<file path="config.mk">
export PLATFORM = sky130hd
export DESIGN_NAME = vga_scanout_flat
export DESIGN_NICKNAME = d
export VERILOG_FILES = /design/src/rtl/vga_pkg.sv /design/src/rtl/vga_scanout_if.sv /design/src/rtl/vga_timing.sv /design/src/rtl/vga_scanout.sv /design/src/flat_wrapper.sv
export SDC_FILE = /design/constraint.sdc
export NUM_CORES = 1
export LEC_CHECK = 0
export BUFFER_PORTS_ARGS = -buffer_cell sky130_fd_sc_hd__buf_4
export CAP_MARGIN = 20
export CORE_UTILIZATION = 35
export CTS_CLUSTER_DIAMETER = 60
export CTS_CLUSTER_SIZE = 25
export DETAILED_ROUTE_END_ITERATION = 10
export HOLD_SLACK_MARGIN = 0.15
export PLACE_DENSITY_LB_ADDON = 0.25
export SLEW_MARGIN = 20
export SYNTH_ARGS = -nofsm -noshare
export SYNTH_HDL_FRONTEND = slang
export SYNTH_HIERARCHICAL = 1
export SYNTH_SLANG_ARGS = --single-unit
</file>
<file path="constraint.sdc">
create_clock -name clock -period 3.8 [get_ports clock]
set_clock_uncertainty 0.15 [all_clocks]
set_input_delay 0.38 -clock clock [delete_from_list [all_inputs] [get_ports clock]]
set_output_delay 0.38 -clock clock [all_outputs]
set_load 0.02 [all_outputs]
</file>
<file path="src/rtl/vga_pkg.sv">
// rtl/vga_pkg.sv - shared timing defaults, pixel-word layout and pipeline types for the VGA scanout.
package vga_pkg;

  localparam int unsigned DEF_PIX_DIV  = 2;
  localparam int unsigned DEF_H_ACTIVE = 640;
  localparam int unsigned DEF_H_FP     = 16;
  localparam int unsigned DEF_H_SYNC   = 96;
  localparam int unsigned DEF_H_BP     = 48;
  localparam int unsigned DEF_V_ACTIVE = 480;
  localparam int unsigned DEF_V_FP     = 10;
  localparam int unsigned DEF_V_SYNC   = 2;
  localparam int unsigned DEF_V_BP     = 33;
  localparam int unsigned DEF_ADDR_W   = 19;

  // Pixel word is 0x00RRGGBB; the top byte carries nothing.
  localparam int unsigned PIX_CH_W = 8;
  localparam int unsigned R_LSB    = 16;
  localparam int unsigned G_LSB    = 8;
  localparam int unsigned B_LSB    = 0;

  typedef struct packed {
    logic active;
    logic hs_n;
    logic vs_n;
    logic first;
  } pix_ctl_t;

  localparam pix_ctl_t PIX_CTL_IDLE = '{active: 1'b0, hs_n: 1'b1, vs_n: 1'b1, first: 1'b0};

  function automatic int unsigned h_total(input int unsigned act, input int unsigned fp,
                                          input int unsigned sync, input int unsigned bp);
    return act + fp + sync + bp;
  endfunction

  function automatic int unsigned v_total(input int unsigned act, input int unsigned fp,
                                          input int unsigned sync, input int unsigned bp);
    return act + fp + sync + bp;
  endfunction

endpackage

</file>
<file path="src/rtl/vga_scanout_if.sv">
// rtl/vga_scanout_if.sv - frame-buffer read port between scanout (master) and frame buffer (slave).
interface vga_scanout_if #(
  parameter int unsigned ADDR_W = 19
) ();

  logic              fb_ren;
  logic [ADDR_W-1:0] fb_raddr;
  logic [31:0]       fb_rdata;

  modport master (output fb_ren, output fb_raddr, input fb_rdata);
  modport slave  (input fb_ren, input fb_raddr, output fb_rdata);

endinterface

</file>
<file path="src/rtl/vga_timing.sv">
// rtl/vga_timing.sv - pixel-rate divider, h/v position counters and raw active/sync decode.
module vga_timing
  import vga_pkg::*;
#(
  parameter int unsigned PIX_DIV  = DEF_PIX_DIV,
  parameter int unsigned H_ACTIVE = DEF_H_ACTIVE,
  parameter int unsigned H_FP     = DEF_H_FP,
  parameter int unsigned H_SYNC   = DEF_H_SYNC,
  parameter int unsigned H_BP     = DEF_H_BP,
  parameter int unsigned V_ACTIVE = DEF_V_ACTIVE,
  parameter int unsigned V_FP     = DEF_V_FP,
  parameter int unsigned V_SYNC   = DEF_V_SYNC,
  parameter int unsigned V_BP     = DEF_V_BP
) (
  input  logic clock,
  input  logic reset_n,
  input  logic clr_i,
  input  logic run_i,
  output logic tick_o,
  output logic div_zero_o,
  output logic active_o,
  output logic hs_o,
  output logic vs_o,
  output logic first_o,
  output logic last_o
);

  localparam int unsigned H_TOTAL = h_total(H_ACTIVE, H_FP, H_SYNC, H_BP);
  localparam int unsigned V_TOTAL = v_total(V_ACTIVE, V_FP, V_SYNC, V_BP);
  localparam int unsigned DW      = (PIX_DIV > 1) ? $clog2(PIX_DIV) : 1;
  // One spare code so the sync-end bound still fits when the back porch is zero.
  localparam int unsigned HW      = $clog2(H_TOTAL + 1);
  localparam int unsigned VW      = $clog2(V_TOTAL + 1);

  localparam logic [DW-1:0] DIV_LAST = DW'(PIX_DIV - 1);
  localparam logic [HW-1:0] H_LAST   = HW'(H_TOTAL - 1);
  localparam logic [HW-1:0] H_ACT    = HW'(H_ACTIVE);
  localparam logic [HW-1:0] HS_BEG   = HW'(H_ACTIVE + H_FP);
  localparam logic [HW-1:0] HS_END   = HW'(H_ACTIVE + H_FP + H_SYNC);
  localparam logic [VW-1:0] V_LAST   = VW'(V_TOTAL - 1);
  localparam logic [VW-1:0] V_ACT    = VW'(V_ACTIVE);
  localparam logic [VW-1:0] VS_BEG   = VW'(V_ACTIVE + V_FP);
  localparam logic [VW-1:0] VS_END   = VW'(V_ACTIVE + V_FP + V_SYNC);

  logic [DW-1:0] div_q, div_d;
  logic [HW-1:0] h_q, h_d;
  logic [VW-1:0] v_q, v_d;

  assign tick_o     = run_i && (div_q == DIV_LAST);
  assign div_zero_o = (div_q == '0);
  assign active_o   = (h_q < H_ACT) && (v_q < V_ACT);
  assign hs_o       = !((h_q >= HS_BEG) && (h_q < HS_END));
  assign vs_o       = !((v_q >= VS_BEG) && (v_q < VS_END));
  assign first_o    = (h_q == '0) && (v_q == '0);
  assign last_o     = (h_q == H_LAST) && (v_q == V_LAST);

  always_comb begin
    div_d = div_q;
    h_d   = h_q;
    v_d   = v_q;
    if (clr_i) begin
      div_d = '0;
      h_d   = '0;
      v_d   = '0;
    end else if (tick_o) begin
      div_d = '0;
      if (h_q == H_LAST) begin
        h_d = '0;
        v_d = (v_q == V_LAST) ? '0 : v_q + VW'(1);
      end else begin
        h_d = h_q + HW'(1);
      end
    end else if (run_i) begin
      div_d = div_q + DW'(1);
    end
  end

  always_ff @(posedge clock or negedge reset_n) begin
    if (!reset_n) begin
      div_q <= '0;
      h_q   <= '0;
      v_q   <= '0;
    end else begin
      div_q <= div_d;
      h_q   <= h_d;
      v_q   <= v_d;
    end
  end

endmodule

</file>
<file path="src/rtl/vga_scanout.sv">
// rtl/vga_scanout.sv - VGA scanout top: address counter, frame-buffer fetch and 2-clock sync/data alignment.
module vga_scanout
  import vga_pkg::*;
#(
  parameter int unsigned PIX_DIV  = DEF_PIX_DIV,
  parameter int unsigned H_ACTIVE = DEF_H_ACTIVE,
  parameter int unsigned H_FP     = DEF_H_FP,
  parameter int unsigned H_SYNC   = DEF_H_SYNC,
  parameter int unsigned H_BP     = DEF_H_BP,
  parameter int unsigned V_ACTIVE = DEF_V_ACTIVE,
  parameter int unsigned V_FP     = DEF_V_FP,
  parameter int unsigned V_SYNC   = DEF_V_SYNC,
  parameter int unsigned V_BP     = DEF_V_BP,
  parameter int unsigned ADDR_W   = DEF_ADDR_W
) (
  input  logic                 clock,
  input  logic                 reset_n,
  input  logic                 enable,
  vga_scanout_if.master        fb,
  output logic [PIX_CH_W-1:0]  vga_r,
  output logic [PIX_CH_W-1:0]  vga_g,
  output logic [PIX_CH_W-1:0]  vga_b,
  output logic                 vga_hsync,
  output logic                 vga_vsync,
  output logic                 vga_valid,
  output logic                 frame_start
);

  logic tick, div_zero, active, hs, vs, first, last;
  logic ld0, ld1;

  logic                run_q, run_d;
  logic                ld1_q, ld1_d;
  logic [ADDR_W-1:0]   addr_q, addr_d;
  pix_ctl_t            s1_q, s1_d;
  logic                valid_q, valid_d;
  logic                hs_q, hs_d;
  logic                vs_q, vs_d;
  logic                fs_q, fs_d;
  logic [PIX_CH_W-1:0] r_q, r_d, g_q, g_d, b_q, b_d;

  // run_q holds the counters at (0,0) for the clock in which enable/reset is released.
  vga_timing #(
    .PIX_DIV (PIX_DIV),
    .H_ACTIVE(H_ACTIVE), .H_FP(H_FP), .H_SYNC(H_SYNC), .H_BP(H_BP),
    .V_ACTIVE(V_ACTIVE), .V_FP(V_FP), .V_SYNC(V_SYNC), .V_BP(V_BP)
  ) u_timing (
    .clock     (clock),
    .reset_n   (reset_n),
    .clr_i     (!enable),
    .run_i     (run_q),
    .tick_o    (tick),
    .div_zero_o(div_zero),
    .active_o  (active),
    .hs_o      (hs),
    .vs_o      (vs),
    .first_o   (first),
    .last_o    (last)
  );

  assign ld0         = run_q && div_zero;
  assign ld1         = (PIX_DIV == 1) ? ld0 : ld1_q;
  assign fb.fb_ren   = ld0 && active;
  assign fb.fb_raddr = addr_q;

  always_comb begin
    run_d   = enable;
    ld1_d   = ld0;
    addr_d  = addr_q;
    s1_d    = s1_q;
    valid_d = valid_q;
    hs_d    = hs_q;
    vs_d    = vs_q;
    fs_d    = 1'b0;
    r_d     = r_q;
    g_d     = g_q;
    b_d     = b_q;
    if (!enable) begin
      ld1_d   = 1'b0;
      addr_d  = '0;
      s1_d    = PIX_CTL_IDLE;
      valid_d = 1'b0;
      hs_d    = 1'b1;
      vs_d    = 1'b1;
      r_d     = '0;
      g_d     = '0;
      b_d     = '0;
    end else begin
      if (tick && last) begin
        addr_d = '0;
      end else if (tick && active) begin
        addr_d = addr_q + ADDR_W'(1);
      end
      if (ld0) begin
        s1_d = '{active: active, hs_n: hs, vs_n: vs, first: first};
      end
      // Read data arrives one clock after fb_ren, so it joins stage 1 here.
      if (ld1) begin
        valid_d = s1_q.active;
        hs_d    = s1_q.hs_n;
        vs_d    = s1_q.vs_n;
        fs_d    = s1_q.first;
        r_d     = s1_q.active ? fb.fb_rdata[R_LSB +: PIX_CH_W] : '0;
        g_d     = s1_q.active ? fb.fb_rdata[G_LSB +: PIX_CH_W] : '0;
        b_d     = s1_q.active ? fb.fb_rdata[B_LSB +: PIX_CH_W] : '0;
      end
    end
  end

  always_ff @(posedge clock or negedge reset_n) begin
    if (!reset_n) begin
      run_q   <= 1'b0;
      ld1_q   <= 1'b0;
      addr_q  <= '0;
      s1_q    <= PIX_CTL_IDLE;
      valid_q <= 1'b0;
      hs_q    <= 1'b1;
      vs_q    <= 1'b1;
      fs_q    <= 1'b0;
      r_q     <= '0;
      g_q     <= '0;
      b_q     <= '0;
    end else begin
      run_q   <= run_d;
      ld1_q   <= ld1_d;
      addr_q  <= addr_d;
      s1_q    <= s1_d;
      valid_q <= valid_d;
      hs_q    <= hs_d;
      vs_q    <= vs_d;
      fs_q    <= fs_d;
      r_q     <= r_d;
      g_q     <= g_d;
      b_q     <= b_d;
    end
  end

  assign vga_r       = r_q;
  assign vga_g       = g_q;
  assign vga_b       = b_q;
  assign vga_hsync   = hs_q;
  assign vga_vsync   = vs_q;
  assign vga_valid   = valid_q;
  assign frame_start = fs_q;

endmodule
</file>
<file path="src/flat_wrapper.sv">
// flat-port wrapper written by rule: the top's interface ports become plain ports
module vga_scanout_flat import vga_pkg::*;
#(
  parameter int unsigned PIX_DIV  = DEF_PIX_DIV,
  parameter int unsigned H_ACTIVE = DEF_H_ACTIVE,
  parameter int unsigned H_FP     = DEF_H_FP,
  parameter int unsigned H_SYNC   = DEF_H_SYNC,
  parameter int unsigned H_BP     = DEF_H_BP,
  parameter int unsigned V_ACTIVE = DEF_V_ACTIVE,
  parameter int unsigned V_FP     = DEF_V_FP,
  parameter int unsigned V_SYNC   = DEF_V_SYNC,
  parameter int unsigned V_BP     = DEF_V_BP,
  parameter int unsigned ADDR_W   = DEF_ADDR_W
)
  (clock, reset_n, enable, vga_r, vga_g, vga_b, vga_hsync, vga_vsync, vga_valid, frame_start, fb_fb_ren, fb_fb_raddr, fb_fb_rdata);
  vga_scanout_if #(.ADDR_W(ADDR_W)) fb_i ();
  input  logic clock;
  input  logic reset_n;
  input  logic enable;
  output logic [PIX_CH_W-1:0] vga_r;
  output logic [PIX_CH_W-1:0] vga_g;
  output logic [PIX_CH_W-1:0] vga_b;
  output logic vga_hsync;
  output logic vga_vsync;
  output logic vga_valid;
  output logic frame_start;
  output wire logic [$bits(fb_i.fb_ren)-1:0] fb_fb_ren;
  output wire logic [$bits(fb_i.fb_raddr)-1:0] fb_fb_raddr;
  input wire logic [$bits(fb_i.fb_rdata)-1:0] fb_fb_rdata;
  assign fb_fb_ren = fb_i.fb_ren;
  assign fb_fb_raddr = fb_i.fb_raddr;
  assign fb_i.fb_rdata = fb_fb_rdata;
  vga_scanout #(.PIX_DIV(PIX_DIV), .H_ACTIVE(H_ACTIVE), .H_FP(H_FP), .H_SYNC(H_SYNC), .H_BP(H_BP), .V_ACTIVE(V_ACTIVE), .V_FP(V_FP), .V_SYNC(V_SYNC), .V_BP(V_BP), .ADDR_W(ADDR_W)) u_core (.clock(clock), .reset_n(reset_n), .enable(enable), .fb(fb_i), .vga_r(vga_r), .vga_g(vga_g), .vga_b(vga_b), .vga_hsync(vga_hsync), .vga_vsync(vga_vsync), .vga_valid(vga_valid), .frame_start(frame_start));
endmodule
</file>
Word level (Yosys, flattened, before mapping)
Cells that the tools add are included.
{"block": "classes", "n_addsub": 4, "n_lt_le_gt_ge": 6, "n_eq_ne": 8, "muxes": 33, "bitwise": 1, "n_reduce_logical": 15}
{"operator": "8-bit 2-to-1 mux", "count": 9}
{"operator": "10-bit 2-to-1 mux", "count": 7}
{"operator": "19-bit 2-to-1 mux", "count": 3}
{"operator": "10-bit by 1-bit adder with 10-bit output (second input constant)", "count": 2}
{"operator": "10-bit == test (second input constant)", "count": 2}
{"operator": "10-bit zero test", "count": 2}
{"operator": "10-bit < comparator (second input constant)", "count": 2}
{"operator": "10-bit by 9-bit < comparator with 1-bit output (second input constant)", "count": 2}
{"operator": "19-bit by 1-bit adder with 19-bit output (second input constant)", "count": 1}
{"operator": "1-bit 2-to-1 mux", "count": 12}
{"operator": "10-bit greater-or-equal comparator (second input constant)", "count": 1}
{"operator": "10-bit by 9-bit greater-or-equal comparator with 1-bit output (second input constant)", "count": 1}
{"operator": "1-bit logical AND", "count": 10}
{"operator": "4-bit 2-to-1 mux", "count": 2}
{"operator": "2-bit by 1-bit != test with 1-bit output (second input constant)", "count": 4}
{"operator": "3-bit by 1-bit != test with 1-bit output (second input constant)", "count": 2}
{"operator": "1-bit zero test", "count": 2}
{"operator": "2-bit AND reduction", "count": 1}
{"operator": "1-bit adder (second input constant)", "count": 1}
{"operator": "1-bit inverter", "count": 1}
{"block": "word_totals", "ff_bits": 74, "output_inout_bits": 48, "word_cells": 84}

Logic depth before layout (Yosys ltp)
{"block": "depth", "depth_word": 6, "mapped_depth": 10, "depth_no_buf": 10}

Cells and area by module
The synthesis kept the hierarchy.
{"module": "vga_scanout", "n_inst": 1, "cells_per_inst": 193, "area_each_um2": 2213.4}
{"module": "vga_timing", "n_inst": 1, "cells_per_inst": 146, "area_each_um2": 1310.0}

Worst setup path before layout
OpenSTA, ideal clock, no wires.
{"block": "synth_timing", "path_kind": "register to register", "from": "reg u_core.u_timing.v_q[0]", "to": "reg u_core.addr_q[15] (netlist: u_core/fb.fb_raddr[15])", "setup_time_ns": 0.078, "arrival_time_ns": 2.654, "t_required_ns": 3.572, "slack_ns": 0.918, "path_stages_with_launch": 11, "path_buffers": 0, "path_cell_list": "dfrtp_1 inv_1 ha_1 or4b_4 nor3_1 nand4_1 nor2_1 o21ai_1 a2111o_1 or3_1 a21oi_1"}
{"block": "synth_between", "elab_chain_cells": 5, "word_cells_on_any_way": 9, "classes_between": "1 x order compare; 2 x eq/ne; 2 x mux; 4 x reduce/logical"}
{"element": "start: declaration", "line_no": "vga_timing.sv:47", "source": "logic [VW-1:0] v_q, v_d;"}
{"element": "start signal: assignment", "line_no": "vga_timing.sv:86", "source": "v_q <= v_d;"}
{"element": "10-bit == test (*)", "line_no": "vga_timing.sv:55", "source": "assign last_o = (h_q == H_LAST) && (v_q == V_LAST);"}
{"element": "1-bit logical AND (*)", "line_no": "vga_timing.sv:55"}
{"element": "named net u_core.last", "line_no": "vga_scanout.sv:29", "source": "logic tick, div_zero, active, hs, vs, first, last;"}
{"element": "1-bit logical AND (*)", "line_no": "vga_scanout.sv:89", "source": "if (tick && last) begin"}
{"element": "19-bit 2-to-1 mux", "line_no": "vga_scanout.sv:89"}
{"element": "19-bit 2-to-1 mux", "line_no": "vga_scanout.sv:78", "source": "if (!enable) begin"}
{"element": "end signal: assignment", "line_no": "vga_scanout.sv:126", "source": "addr_q <= addr_d;"}
{"element": "end: declaration", "line_no": "vga_scanout.sv:34", "source": "logic [ADDR_W-1:0] addr_q, addr_d;"}
Mark *: on every way through the listed nets, which the timed path passes. The rest lies on a longest branch.
A chain may end at the register's enable or synchronous reset.

Worst setup path in the final report
{"block": "layout_timing", "from": "reg u_core.u_timing.v_q[0]", "to": "reg u_core.addr_q[13] (netlist: u_core/fb.fb_raddr[13])"}
The elaborated chain is that of the path after synthesis.

==> out/qor.csv <==
stage,metric,value,unit
die,die_h,102,microns
critical_path,worstSetupStartpoint,u_core/u_timing/v_q[0],
timing,tightest_slew,0.913,ns
timing,timing.slew.headroom,0.391,
critical_path,cp_slowest_stage_delay,0.51,ns
die,io_pins,83,
cts,clock_latency,0.35,ns
place,dp_slack,0.579,ns
critical_path,endpoint_kind,flip-flop,
cells_and_area,post-route-util,0.478,
place,dp.cells,536,
place,io_buffers,74,
logic_synthesis,synth.avg_cell_area,10.4,sq um
grt,grt_pass1_wl,12.6,mm
cts,cts_buffer_depth,2,
cells_and_area,fill_cells,906,
place,hpwl,5.06,mm
critical_path,cp_max_fo,6,
pwr,pwr_density_cell,347,nW/um^2
timing,fin_setup_tns,0,ns
cts,post_cts_buffers,0,
grt,grt_use_total,0.155,
detailed_routing,drtIter0Drc,146,
detailed_routing,dr.pass1.iters,4,
detailed_routing,met1Wirelength,3.73,mm
cells_and_area,drive_gt1_frac,0.249,
logic_synthesis,yosysTopAreaCell,dfrtp_1,
die,initial_core_util,0.360,
grt,grt_start_max_net_pins,75,
timing,setup_viol,0,
critical_path,cp.buffers_inverters,1,
cells_and_area,final_cell_count_no_fill,578,
timing,maxSlewViolCount,0,
detailed_routing,wl_per_cell,13.7,microns
timing,clock.fmax,311,MHz
logic_synthesis,ys_seq_area_frac,0.527,
logic_synthesis,syn_inst,339,
timing,hold_violations,0,
logic_synthesis,synthesis.nets,379,
die,dieArea,10500,sq um
die,rows,36,
pwr,max-vdd-ir-drop,0.191,mV
grt,antenna_found_initial,0,
cts,cts_resized,0,
critical_path,slowest_stage,a2111o_1,
critical_path,path_class,flip-flop to flip-flop,
detailed_routing,vias,2969,
logic_synthesis,synthArstFlopShare,1.00,
grt,gr-total-overflow,0,
cts,cts_tree,built,
critical_path,arrival,3.33,ns
cells_and_area,stdcell_area,4670,sq um
critical_path,r2r-start,u_core/u_timing/v_q[0],
logic_synthesis,yosysWarnings,6,
critical_path,path_delay_family,simple AND/OR/NAND/NOR gates,
critical_path,cp.required,3.91,ns
logic_synthesis,syn_area,3520,sq um
cells_and_area,diodes,0,
logic_synthesis,ys_ff_latch,74,
detailed_routing,ant_nets,0,
cells_and_area,final_net_count,480,
die,core,9770,sq um
detailed_routing,viasPerCell,5.14,
cts,cts_htree_levels,3,
timing,timing.final.crit_share,0.846,
cts,cts_sinks,74,
logic_synthesis,synthTopCellsByArea,"dfrtp_1, a22o_1, nand2_1",
place,placed_cell_area,4210,sq um
hold_path,hp-start,u_core/vga_valid,
place,gp_congestion,0.796,
timing,period_needed,3.22,ns
cts,cts_hold_buf,26,
status,status,"finished, final reports clean",
detailed_routing,wirelength,7.94,mm
detailed_routing,met2_length,3.72,mm
cts,root_buffer,clkbuf_8,
logic_synthesis,yosysTopAreaCellShare,0.497,
critical_path,critical_path.cell_chain,"inv_1, ha_1, or4b_4, nor3_1, nand4_1, nor2_1, o21ai_1, a2111o_1, or3_1, a21oi_1",
die,die_x,102,microns
detailed_routing,highest_layer,met4,
cts,cts.clk_slew.worst_paths,0.09,ns
cts,cts_made_buffers,9,
grt,grt_pass1_vias,2697,
logic_synthesis,synth_edf_count,0,
detailed_routing,drc_errors,0,
timing,fin_ws,0.584,ns
logic_synthesis,synth_flop_cell,dfrtp_1,
hold_path,min_path_type,flip-flop to flip-flop,
run,maxCapViolCount,0,
critical_path,r2r_slack,0.58,ns
pwr,leakage,2.15,nW
timing,rsz0062_at_grt,no,
critical_path,startpoint_type,flip-flop,
detailed_routing,met3WireLength,440,microns
cells_and_area,area_growth,32.6,%
logic_synthesis,synthDistinctLibCells,39,
-- logic make-up (layout without fill, tap and decap cells) --
| group | after synthesis | after routing | share of synthesized area |
|---|---|---|---|
| buffers and inverters | 24 | 130 | 0.0295 |
| multiplexers | 5 | 5 | 0.0156 |
| adder cells (fa/ha/maj) | 5 | 5 | 0.0178 |
| AO/OA/AOI/OAI | 74 | 74 | 0.164 |
| flip-flops | 74 | 74 | 0.527 |
| XOR/XNOR | 17 | 17 | 0.0423 |
| AND/OR/NAND/NOR | 140 | 140 | 0.204 |
-- final timing paths --
check	to	cells past startpoint
worst max-delay path	u_core/fb.fb_raddr[13]	10
worst min-delay path	u_core/vga_valid	1
worst max register to register	u_core/fb.fb_raddr[13]	10
worst min register to register	u_core/vga_valid	1
max in group asynchronous	u_core/u_timing/v_q[8]	2
min in group asynchronous	u_core/vga_g[0]	2
-- layer usage --
layer	vias up	global-route usage
met5	-	0
met4	0	0.0505
met3	4	0.0445
met2	82	0.251
met1	1449	0.199
li1	1434	-
-- Yosys cell counts, types with 2 or more instances --
cell type,number
inv_1,11
o21a_1,3
o41ai_4,2
a2111o_1,2
and3_1,6
dfrtp_1,70
a21o_1,2
nor4_1,8
nand2b_1,3
nor2_1,30
xor2_1,7
or3_1,8
nand4b_1,2
nand3_1,18
mux2i_1,4
and4_1,2
a22o_1,25
dfstp_2,4
ha_1,5
clkbuf_1,9
a22o_2,8
xnor2_1,10
nor3_1,13
nand2_1,33
buf_2,2
a21oi_1,14
o21ai_0,16
nor2b_1,2
nand4_1,9
or4_1,2
-- where the power goes --
| part | total (mW) | internal [mW] | switching [mW] |
|---|---|---|---|
| combinational | 0.164 | 0.0766 | 0.0875 |
| sequential | 0.822 | 0.806 | 0.0167 |
| clock | 0.636 | 0.315 | 0.321 |
| total | 1.62 | 1.20 | 0.426 |
-- state kept, by name, summed over array words and instances (netlist names) --
name	flops
u_core/frame_start	1
u_core/s1_q	4
u_core/run_q	1
u_core/fb.fb_raddr	19
u_core/u_timing/div_q	1
u_core/vga_r	8
u_core/vga_vsync	1
u_core/vga_valid	1
u_core/vga_g	8
u_core/u_timing/h_q	10
u_core/vga_hsync	1
u_core/u_timing/v_q	10
u_core/vga_b	8
u_core/ld1	1
-- worst reg2reg max path: stages (launching register included) --
cell	delay [ns]
dfrtp_1	0.41
inv_1	0.10
ha_1	0.15
or4b_4	0.48
nor3_1	0.23
nand4_1	0.13
nor2_1	0.30
o21ai_1	0.17
a2111o_1	0.51
or3_1	0.36
a21oi_1	0.15
-- placed cells by master, fill, tap and decap left out, drive strengths merged, types with 4 or more instances in the layout --
master / synthesis / routed
ha: 5 / 5
nor2: 30 / 30
a22o: 33 / 33
clkbuf: 9 / 9
dfrtp: 70 / 70
nor4: 8 / 8
nand3: 18 / 18
o21ai: 17 / 17
nand2: 33 / 33
buf: 4 / 77
inv: 11 / 15
and3: 6 / 6
or3: 8 / 8
dfstp: 4 / 4
xor2: 7 / 7
dlygate4sd3: 0 / 26
nand4: 10 / 10
xnor2: 10 / 10
nor3: 13 / 13
mux2i: 4 / 4
a21oi: 14 / 14
-- per-stage QoR --
step / hold WS (ns) / power, mW
after global placement: 0.310 / 0.979
after global routing: 0.359 / 1.70
after detailed placement: 0.317 / 0.981
after CTS: 0.337 / 1.65
after floorplan: -0.0656 / 0.914
final: 0.331 / 1.62
-- area by class of cell --
class,instances,area (sq um),area share
flip-flops and latches,74,1860,0.397
clock inverters,7,82.6,0.0177
clock buffers,9,124,0.0265
repair buffers,103,838,0.179
inverters,11,41.3,0.00884
well taps,133,166,0.0356
multi-input cells,241,1560,0.334
No activity file was read; power rests on OpenSTA's default activity.
